==> config.mk <==
export PLATFORM = sky130hd
export DESIGN_NAME = ooo_completion_arbiter
export DESIGN_NICKNAME = d
export VERILOG_FILES = /design/src/rtl/ooo_completion_arbiter.sv
export SDC_FILE = /design/constraint.sdc
export NUM_CORES = 1
export LEC_CHECK = 0
export BUFFER_PORTS_ARGS = -buffer_cell sky130_fd_sc_hd__buf_4
export CORE_MARGIN = 4
export CORE_UTILIZATION = 35
export DETAILED_ROUTE_END_ITERATION = 16
export GPL_TIMING_DRIVEN = 0
export PLACE_DENSITY = 0.56
export SETUP_SLACK_MARGIN = 0.15
export SYNTH_ARGS = -nofsm -noshare
export SYNTH_HDL_FRONTEND = slang
export SYNTH_SLANG_ARGS = --single-unit
==> constraint.sdc <==
create_clock -name CLK -period 7.9 [get_ports CLK]
set_input_delay 0.79 -clock CLK [delete_from_list [all_inputs] [get_ports CLK]]
set_output_delay 0.79 -clock CLK [all_outputs]
set_load 0.01 [all_outputs]
==> src/rtl/ooo_completion_arbiter.sv <==
// ooo_completion_arbiter
// Collects result completions from NUM_FU functional units, buffers each unit
// in its own small FIFO and drains up to NUM_WB_PORTS of them per cycle into
// registered writeback ports using a rotating round-robin grant.
// Optional macro: OOO_CA_EXC_PRIORITY_EN -- when defined, FIFOs whose head
// carries an exception are granted ahead of all others (still round-robin).
module ooo_completion_arbiter #(
    parameter int NUM_FU       = 4,
    parameter int NUM_WB_PORTS = 2,
    parameter int FIFO_DEPTH   = 2,
    parameter int NUM_CB_ENTRY = 16,
    localparam int IDX_W       = $clog2(NUM_CB_ENTRY),
    localparam int FU_W        = $clog2(NUM_FU)
) (
    input  logic                           CLK,
    input  logic                           RST,
    input  logic                           flush,
    input  logic                           wb_stall,
    input  logic [NUM_FU-1:0]              fu_valid,
    output logic [NUM_FU-1:0]              fu_ready,
    input  logic [NUM_FU-1:0]              fu_wen,
    input  logic [NUM_FU-1:0]              fu_exception,
    input  logic [NUM_FU*5-1:0]            fu_rd,
    input  logic [NUM_FU*32-1:0]           fu_wdata,
    input  logic [NUM_FU*32-1:0]           fu_pc,
    input  logic [NUM_FU*IDX_W-1:0]        fu_index,
    output logic [NUM_WB_PORTS-1:0]        wb_valid,
    output logic [NUM_WB_PORTS-1:0]        wb_wen,
    output logic [NUM_WB_PORTS-1:0]        wb_exception,
    output logic [NUM_WB_PORTS*5-1:0]      wb_rd,
    output logic [NUM_WB_PORTS*32-1:0]     wb_wdata,
    output logic [NUM_WB_PORTS*32-1:0]     wb_pc,
    output logic [NUM_WB_PORTS*IDX_W-1:0]  wb_index,
    output logic [NUM_WB_PORTS*FU_W-1:0]   wb_fu_id
);

    localparam int PTR_W = $clog2(FIFO_DEPTH);
    localparam int CNT_W = PTR_W + 1;

`ifdef OOO_CA_EXC_PRIORITY_EN
    localparam int NUM_PASS = 2;
`else
    localparam int NUM_PASS = 1;
`endif

    typedef struct packed {
        logic             wen;
        logic             exc;
        logic [4:0]       rd;
        logic [31:0]      wdata;
        logic [31:0]      pc;
        logic [IDX_W-1:0] index;
    } entry_t;

    entry_t                mem      [NUM_FU][FIFO_DEPTH];
    logic [PTR_W-1:0]      rd_ptr   [NUM_FU];
    logic [PTR_W-1:0]      wr_ptr   [NUM_FU];
    logic [CNT_W-1:0]      count    [NUM_FU];
    entry_t                in_entry [NUM_FU];
    entry_t                head     [NUM_FU];
    logic [NUM_FU-1:0]     push;
    logic [NUM_FU-1:0]     grant;
    logic [NUM_WB_PORTS-1:0] port_valid;
    logic [FU_W-1:0]       port_unit [NUM_WB_PORTS];
    logic [FU_W-1:0]       rr_ptr;
    logic [FU_W-1:0]       rr_next;
    logic                  any_grant;

    // Unpack unit inputs, expose FIFO heads and derive ready/handshake per unit
    always_comb begin
        for (int u = 0; u < NUM_FU; u++) begin
            in_entry[u].wen   = fu_wen[u];
            in_entry[u].exc   = fu_exception[u];
            in_entry[u].rd    = fu_rd[u*5 +: 5];
            in_entry[u].wdata = fu_wdata[u*32 +: 32];
            in_entry[u].pc    = fu_pc[u*32 +: 32];
            in_entry[u].index = fu_index[u*IDX_W +: IDX_W];
            head[u]           = mem[u][rd_ptr[u]];
            fu_ready[u]       = (count[u] != CNT_W'(FIFO_DEPTH));
            push[u]           = fu_valid[u] & fu_ready[u];
        end
    end

    // Round-robin selection: first NUM_WB_PORTS eligible FIFOs from rr_ptr fill ports 0 upward
    always_comb begin
        int   n;
        int   u;
        logic elig;
        n          = 0;
        u          = 0;
        elig       = 1'b0;
        grant      = '0;
        port_valid = '0;
        rr_next    = rr_ptr;
        for (int k = 0; k < NUM_WB_PORTS; k++) begin
            port_unit[k] = '0;
        end
        if (!wb_stall) begin
            for (int pass = 0; pass < NUM_PASS; pass++) begin
                for (int off = 0; off < NUM_FU; off++) begin
                    u = int'(rr_ptr) + off;
                    if (u >= NUM_FU) begin
                        u = u - NUM_FU;
                    end
                    elig = (count[u] != '0) && !grant[u];
`ifdef OOO_CA_EXC_PRIORITY_EN
                    if (pass == 0) begin
                        elig = elig && head[u].exc;
                    end
`endif
                    if (elig && (n < NUM_WB_PORTS)) begin
                        grant[u]      = 1'b1;
                        port_valid[n] = 1'b1;
                        port_unit[n]  = FU_W'(u);
                        rr_next       = (u == NUM_FU - 1) ? '0 : FU_W'(u + 1);
                        n             = n + 1;
                    end
                end
            end
        end
        any_grant = |grant;
    end

    // FIFO pointers and occupancy; flush and reset both empty every FIFO
    always_ff @(posedge CLK) begin
        if (RST || flush) begin
            for (int u = 0; u < NUM_FU; u++) begin
                rd_ptr[u] <= '0;
                wr_ptr[u] <= '0;
                count[u]  <= '0;
            end
        end else begin
            for (int u = 0; u < NUM_FU; u++) begin
                if (push[u]) begin
                    wr_ptr[u] <= wr_ptr[u] + PTR_W'(1);
                end
                if (grant[u]) begin
                    rd_ptr[u] <= rd_ptr[u] + PTR_W'(1);
                end
                case ({push[u], grant[u]})
                    2'b10:   count[u] <= count[u] + CNT_W'(1);
                    2'b01:   count[u] <= count[u] - CNT_W'(1);
                    default: count[u] <= count[u];
                endcase
            end
        end
    end

    // FIFO storage; a write during flush lands beyond the reset pointers and is never read
    always_ff @(posedge CLK) begin
        for (int u = 0; u < NUM_FU; u++) begin
            if (push[u]) begin
                mem[u][wr_ptr[u]] <= in_entry[u];
            end
        end
    end

    // Writeback registers and rotating pointer; stall freezes both, flush only clears valids
    always_ff @(posedge CLK) begin
        if (RST) begin
            wb_valid     <= '0;
            wb_wen       <= '0;
            wb_exception <= '0;
            wb_rd        <= '0;
            wb_wdata     <= '0;
            wb_pc        <= '0;
            wb_index     <= '0;
            wb_fu_id     <= '0;
            rr_ptr       <= '0;
        end else if (flush) begin
            wb_valid <= '0;
        end else if (!wb_stall) begin
            for (int k = 0; k < NUM_WB_PORTS; k++) begin
                wb_valid[k] <= port_valid[k];
                if (port_valid[k]) begin
                    wb_wen[k]                   <= head[port_unit[k]].wen;
                    wb_exception[k]             <= head[port_unit[k]].exc;
                    wb_rd[k*5 +: 5]             <= head[port_unit[k]].rd;
                    wb_wdata[k*32 +: 32]        <= head[port_unit[k]].wdata;
                    wb_pc[k*32 +: 32]           <= head[port_unit[k]].pc;
                    wb_index[k*IDX_W +: IDX_W]  <= head[port_unit[k]].index;
                    wb_fu_id[k*FU_W +: FU_W]    <= port_unit[k];
                end
            end
            if (any_grant) begin
                rr_ptr <= rr_next;
            end
        end
    end

endmodule

# --- Yosys cells after proc, flatten, opt, wreduce, memory -nomap -nowiden ---
# Memory sizes are Yosys's and may differ from the RTL's.
# Cells that the tools add are included.
totals:
  output_inout_bits: 160
  wordCells: 384
  ramBits: 616
  inputBits: 308
  n_memories: 4
  ff_bits: 158
op_classes:
  n_reduce_logical: 40
  order_cmp: 41
  bitwise_logic: 45
  mux: 193
  addsub: 29
  eq_ne: 16
mem_list:
  columns: ["memory", "depth", "word_bits", "rd", "rd_clocked_by_memory_dff", "wr", "line_no", "rtl"]
  rows:
  - ["mem", 4, 150, 4, 0, 4, "55", "entry_t mem [NUM_FU][FIFO_DEPTH];"]
  - ["count", 4, 2, 8, 0, 4, "58", "logic [CNT_W-1:0] count [NUM_FU];"]
  - ["rd_ptr", 4, 1, 4, 0, 4, "56", "logic [PTR_W-1:0] rd_ptr [NUM_FU];"]
  - ["wr_ptr", 4, 1, 4, 0, 4, "57", "logic [PTR_W-1:0] wr_ptr [NUM_FU];"]
ops:
  columns: ["cell", "count"]
  rows:
  - ["$mux W75", 20]
  - ["$mux W150", 4]
  - ["$mux W32", 13]
  - ["$bmux W75 S2", 2]
  - ["$demux W75 S1", 4]
  - ["$ge A32 B1 Y1 const B", 7]
  - ["$lt A32 B3 Y1 const B", 6]
  - ["$eq A32 B3 Y1 const B", 4]
  - ["$lt A32 B4 Y1 const B", 4]
  - ["$ge A32 B2 Y1 const B", 3]
  - ["$lt A32 B1 Y1 const B", 3]
  - ["$not A32 Y32", 3]
  - ["$mux W1", 88]
  - ["$add A32 B2 Y32 const B", 2]
  - ["$mux W2", 31]
  - ["$mux W4", 14]
  - ["$logic_and A1 B1 Y1", 21]
  - ["$or A1 B1 Y1", 20]
  - ["$ge A2 B2 Y1 const B", 8]
  - ["$not A1 Y2", 8]
  - ["$ge A3 B3 Y1 const B", 5]
  - ["$bwmux W4", 3]
  - ["$or A4 B4 Y4", 3]
  - ["$sub A3 B3 Y4 const B", 3]
  - ["other kinds (29)", 85]

# --- Depth between registers and ports, before layout ---
depth:
  ltp_word: 41
  mapped_depth: 21
  mapped_depth_nobuf: 21

# --- Least setup slack after synthesis ---
# No wires, ideal clock.
synth_path:
  path_type: "reg2reg"
  start: "register rr_ptr[0]"
  end: "memory count[3][0] (netlist name) (enable)"
  path_buffers: 0
  setup_ns: 0.327
  t_required_ns: 7.573
  arrival_time_ns: 4.888
  stages_incl_launch_ff: 18
  synth_period_minus_slack_ns: 5.215
  path_slack_ns: 2.685
  cell_sequence: "dfxtp_1 > inv_1 > ha_1 > inv_2 > mux4_2 > a2111oi_1 > o2bb2ai_2 > nand3_1 > inv_2 > fa_1 > nand2b_1 > a31oi_1 > o221ai_2 > nor2_1 > a221oi_1 > or2_2 > ha_1 > o21ai_0"
synth_rtl:
  columns: ["item", "line_no", "rtl"]
  rows:
  - ["start: declaration", "65", "logic [FU_W-1:0] rr_ptr;"]
  - ["start signal: assignment", "186", "rr_ptr <= rr_next;"]
  - ["end: declaration", "58", null]

# --- Final worst setup path ---
layout_path:
  start: "register rr_ptr[0]"
  end: "register wb_wdata[53]"
layout_between:
  elab_chain_cells: 38
  word_cells_on_any_way: 137
  cone_classes: "add/sub (9); order compare (25); mux (68); bitwise (9); reduce/logical (25); memory (1)"
layout_lines:
  columns: ["item", "line_no", "rtl"]
  rows:
  - ["parallel branches: the longest is 38 deep, another holds $ge A32 B1 Y1", null, null]
  - ["end signal: indexed assignment", "179", "wb_wdata[k*32 +: 32] <= head[port_unit[k]].wdata;"]
  - ["end: declaration", "31", "output logic [NUM_WB_PORTS*32-1:0] wb_wdata,"]
# Parallel ways; which one is timed is not known. The select of a mux whose other input is x is not followed.
# A chain may end at the register's enable or synchronous reset.

==> metrics list <==
- Status: complete, no violations
- After synthesis, the cell types taking the most area are edfxtp_1, mux2i_1, dfxtp_1, a221o_1, a211o_1.
* Synthesized area divided by synthesized cell count: 15.34 sq um
- Global-route wire length before repair: 154.0 mm
* Total wire length after detailed routing: 109.2 mm
- In this run the cell area measured after placement is 38290 sq um.
- The min-delay analysis places its worst path in the category primary input to flip-flop.
* Overall overflow remaining after global route: 0
* Placer's final routability congestion estimate: 0.9340
- Clock slew at the register clock pins of the worst setup and hold paths: 0.06 ns
- Endpoint type of the worst setup path: flip-flop
- The region available for standard cell placement spans 93190 sq um.
* Number of fill cells in the layout: 8377
- Number of buffers created by CTS: 86
* Final net count: 3037
* Post-CTS sizing: 0
* Synth Instances: 2138
- Vias per std cell: 5.210
* Fin util: 0.4427
- Main flop type after synthesis: edfxtp_1
- GR Layer Usage met3: 0.04384
- Nets in the synthesized netlist: 2465
- In the final layout, the share of cells above drive strength 1 is 0.2687.
- In this run the remaining antenna-violating nets after routing total 0.
- Total global-route track usage: 0.2151
* Wirelength per Cell: 26.99 um
- Proportion of synthesized flip-flops having asynchronous set or reset: 0
- Clock skew: 0.02967 ns
- From synthesis to final layout, the design area changed by 25.82%.
- Post-CTS timing repair inserted 0 buffers for setup.
* Post-Route Hold Slack: 0.3208 ns
- Distinct cell type count after synthesis: 66
- The worst pin sits at a relative slew slack of 0.06873.
- STA puts the critical path data required time at 8.37 ns.
- Hold-fix buffer count after cts: 0
- The share of synthesized area in the top cell type comes to 0.5641.
- At the pin with the least slew margin, the transition time is 1.397 ns.
* Bufs on Longest Clock Path: 3
* Number of global-route vias before repair: 21890
- After detailed routing, the number of remaining DRC violations is 0.
- Final Instance Area: 41260 sq um
- Slowest CP cell: clkbuf_1
- By startpoint and endpoint, the worst setup path is classified as flip-flop to flip-flop.
* Met1 global-route usage: 0.2803
- 468 I/O pins were placed.
- Final-report setup violation count: 0
- The analysis attributes to cell leakage a power of 15.08 nW.
- Overall power consumption after layout is estimated at 0.01759 W.
- Master cell of the clock root buffer: clkbuf_16
- Number of max-slew violations in the final report: 0
* Number of enable flip-flop cells after synthesis: 616
- Number of antenna violations at the first check in global routing: 18
- Minimum period implied by the final worst setup slack: 7.419 ns
- Die Width: 314.1 um
* MaxCap Viol Count: 0
- The detailed router placed 21090 vias in this run.
- Final hold viol count: 0
- Die footprint: 98650 sq um
- FP Rows: 112
- Syn. warnings: 0
- The first detailed-routing pass ran for 5 iterations.
- Largest net degree at the start of global routing: 45
* FMAX: 0.1348 GHz
- Total half-perimeter wirelength after legalization and detailed placement: 79.68 mm
- Summed over all failing endpoints, the final setup total negative slack is 0 ns.
* Tcrit/Tclk final: 0.9391
- Number of DRC markers in iteration 0: 1548
- Delay of the slowest cell on the worst path: 0.88 ns
* Critical path peak fanout: 10
- Die span in y: 314.1 um
- The later pin in the worst-skew pair is clocked with a latency of 0.65 ns.
- Biggest area consumer among synthesized cells: edfxtp_1
* Power density relative to cell area: 426.4 nW/um^2
- Yosys reg bits: 774
- Met2 track demand over resource in global routing: 0.3666
- Signal arrival time at the worst endpoint: 7.89 ns
- RSZ-0062 raised after global routing: no
- The mapped netlist covers 32790 sq um.
- The H-tree was split into 3 levels.
- For this configuration, the core starts out at a cell density of 0.3519.
- Maximum VDD drop: 0.4037 mV
- Layer with the highest usage: met2
* Sort of element at the start of the critical path: flip-flop
* CTS sink count: 774
- Buffers placed on the I/O ports in this run total 467.
- List of cells traversed by the critical path: inv_1, ha_1, inv_2, mux4_2, a2111oi_1, o2bb2ai_2, nand3_1, inv_2, fa_1, nand2b_1, a31oi_1, o221ai_2, o31a_1, o221ai_1, clkbuf_1, clkbuf_1, a211o_1, o211ai_2
- Clock tree from TritonCTS: done
- Sequential element share of the synthesized area: 0.6606
per-layer routing:
layer	up-vias	wire length, um
li1	9500	-
met3	131	6938
met2	732	53700
met4	8	2073
met1	10720	46470
met5	-	61
flip-flops by register name, summed over array words and instances (netlist names):
| name | count |
|---|---|
| wb_wen | 2 |
| wb_index | 8 |
| mem | 600 |
| wb_fu_id | 4 |
| wb_valid | 2 |
| wb_pc | 64 |
| rd_ptr | 4 |
| wb_rd | 10 |
| wr_ptr | 4 |
| wb_wdata | 64 |
| rr_ptr | 2 |
| count | 8 |
| wb_exception | 2 |
area by class of cell:
class	instances	area (sq um)	area share
Antenna cell	10	25.02	0.0006066
Buffer	143	628.1	0.01522
Clock buffer	128	2536	0.06147
Clock inverter	34	407.9	0.009887
Inverter	20	75.07	0.001820
Multi-Input combinational cell	1201	10480	0.2540
Sequential cell	774	21660	0.5250
Tap cell	1254	1569	0.03803
Timing Repair Buffer	484	3876	0.09396
metrics by stage:
| step | cells | setup slack, ns |
|---|---|---|
| after global placement | 3859 | -0.6322 |
| after detailed placement | 3876 | 0.6784 |
| final | 4048 | 0.4814 |
| after global routing | 4042 | 0.2507 |
| after floorplan | 2138 | 2.685 |
| after CTS | 4038 | 0.6034 |
logic make-up after synthesis:
group / share of synthesized area
flip-flops: 0.6606
multiplexers: 0.1720
AO/OA/AOI/OAI: 0.09467
AND/OR/NAND/NOR: 0.04197
buffers and inverters: 0.02141
adder cells (fa/ha/maj): 0.007479
XOR/XNOR: 0.001870
critical path, delay by kind of cell (launching register included):
| family | cells | cell delay [ns] |
|---|---|---|
| buf+inv | 5 | 2.19 |
| mux | 1 | 0.60 |
| simple gates | 2 | 0.50 |
| compound gates | 8 | 2.57 |
| flops | 1 | 0.55 |
| fa+ha+maj | 2 | 0.79 |
cells in the mapped netlist (4+ instances only):
cell type and n:
edfxtp_1 616, mux2i_1 460, dfxtp_1 158, nand2_1 110
clkbuf_1 95, and2_1 79, a211o_1 77, a221o_1 75
o211ai_1 51, a21boi_0 46, mux2_1 42, buf_2 36
nor2_1 32, a21boi_1 29, mux2_4 24, o211ai_2 24
nor3_1 19, ha_1 18, inv_1 17, a21oi_1 12
mux2_2 10, o21ai_0 9, or2_2 6, and3_1 5
nand3_1 5, a211oi_1 4, a21o_1 4, buf_1 4
buf_4 4, buf_6 4, mux4_2 4, nand2b_1 4
or2_1 4, xnor2_1 4
path summary, 6_finish.rpt:
| check | from | end | cells past startpoint | slack [ns] |
|---|---|---|---|---|
| setup / recovery | rr_ptr[0]$_SDFFE_PP0P_ | wb_wdata[53]$_SDFFE_PP0P_ | 18 | 0.48 |
| hold / removal | fu_pc[62] | mem[1][34]$_DFFE_PP_ | 1 | 0.32 |
| setup reg to reg | rr_ptr[0]$_SDFFE_PP0P_ | wb_wdata[53]$_SDFFE_PP0P_ | 18 | 0.48 |
| hold reg to reg | wb_wdata[49]$_SDFFE_PP0P_ | wb_wdata[49]$_SDFFE_PP0P_ | 2 | 0.48 |
placed cells by master, fill, tap and decap left out, types with 9 or more instances in the layout:
master	synthesis	layout
a211o_1	77	77
a21boi_0	46	46
a21boi_1	29	29
a21oi_1	12	12
a221o_1	75	75
and2_1	79	79
buf_12	0	13
buf_2	36	36
buf_4	4	471
clkbuf_1	95	119
clkbuf_16	0	91
clkbuf_8	0	12
clkinv_1	0	9
dfxtp_1	158	158
diode_2	0	10
edfxtp_1	616	616
ha_1	18	18
inv_1	17	17
mux2_1	42	42
mux2_2	10	10
mux2_4	24	24
mux2i_1	460	460
nand2_1	110	110
nor2_1	32	28
nor3_1	19	19
o211ai_1	51	51
o211ai_2	24	24
o21ai_0	9	9
power by group:
group | switching [W] | leakage (nW) | internal, W
clock network | 0.00165 | 1.43 | 0.00247
logic | 0.00495 | 6.58 | 0.00312
registers | 0.000296 | 7.06 | 0.00512
total | 0.00689 | 15.1 | 0.0107
Power figures use the tool's default switching activity.
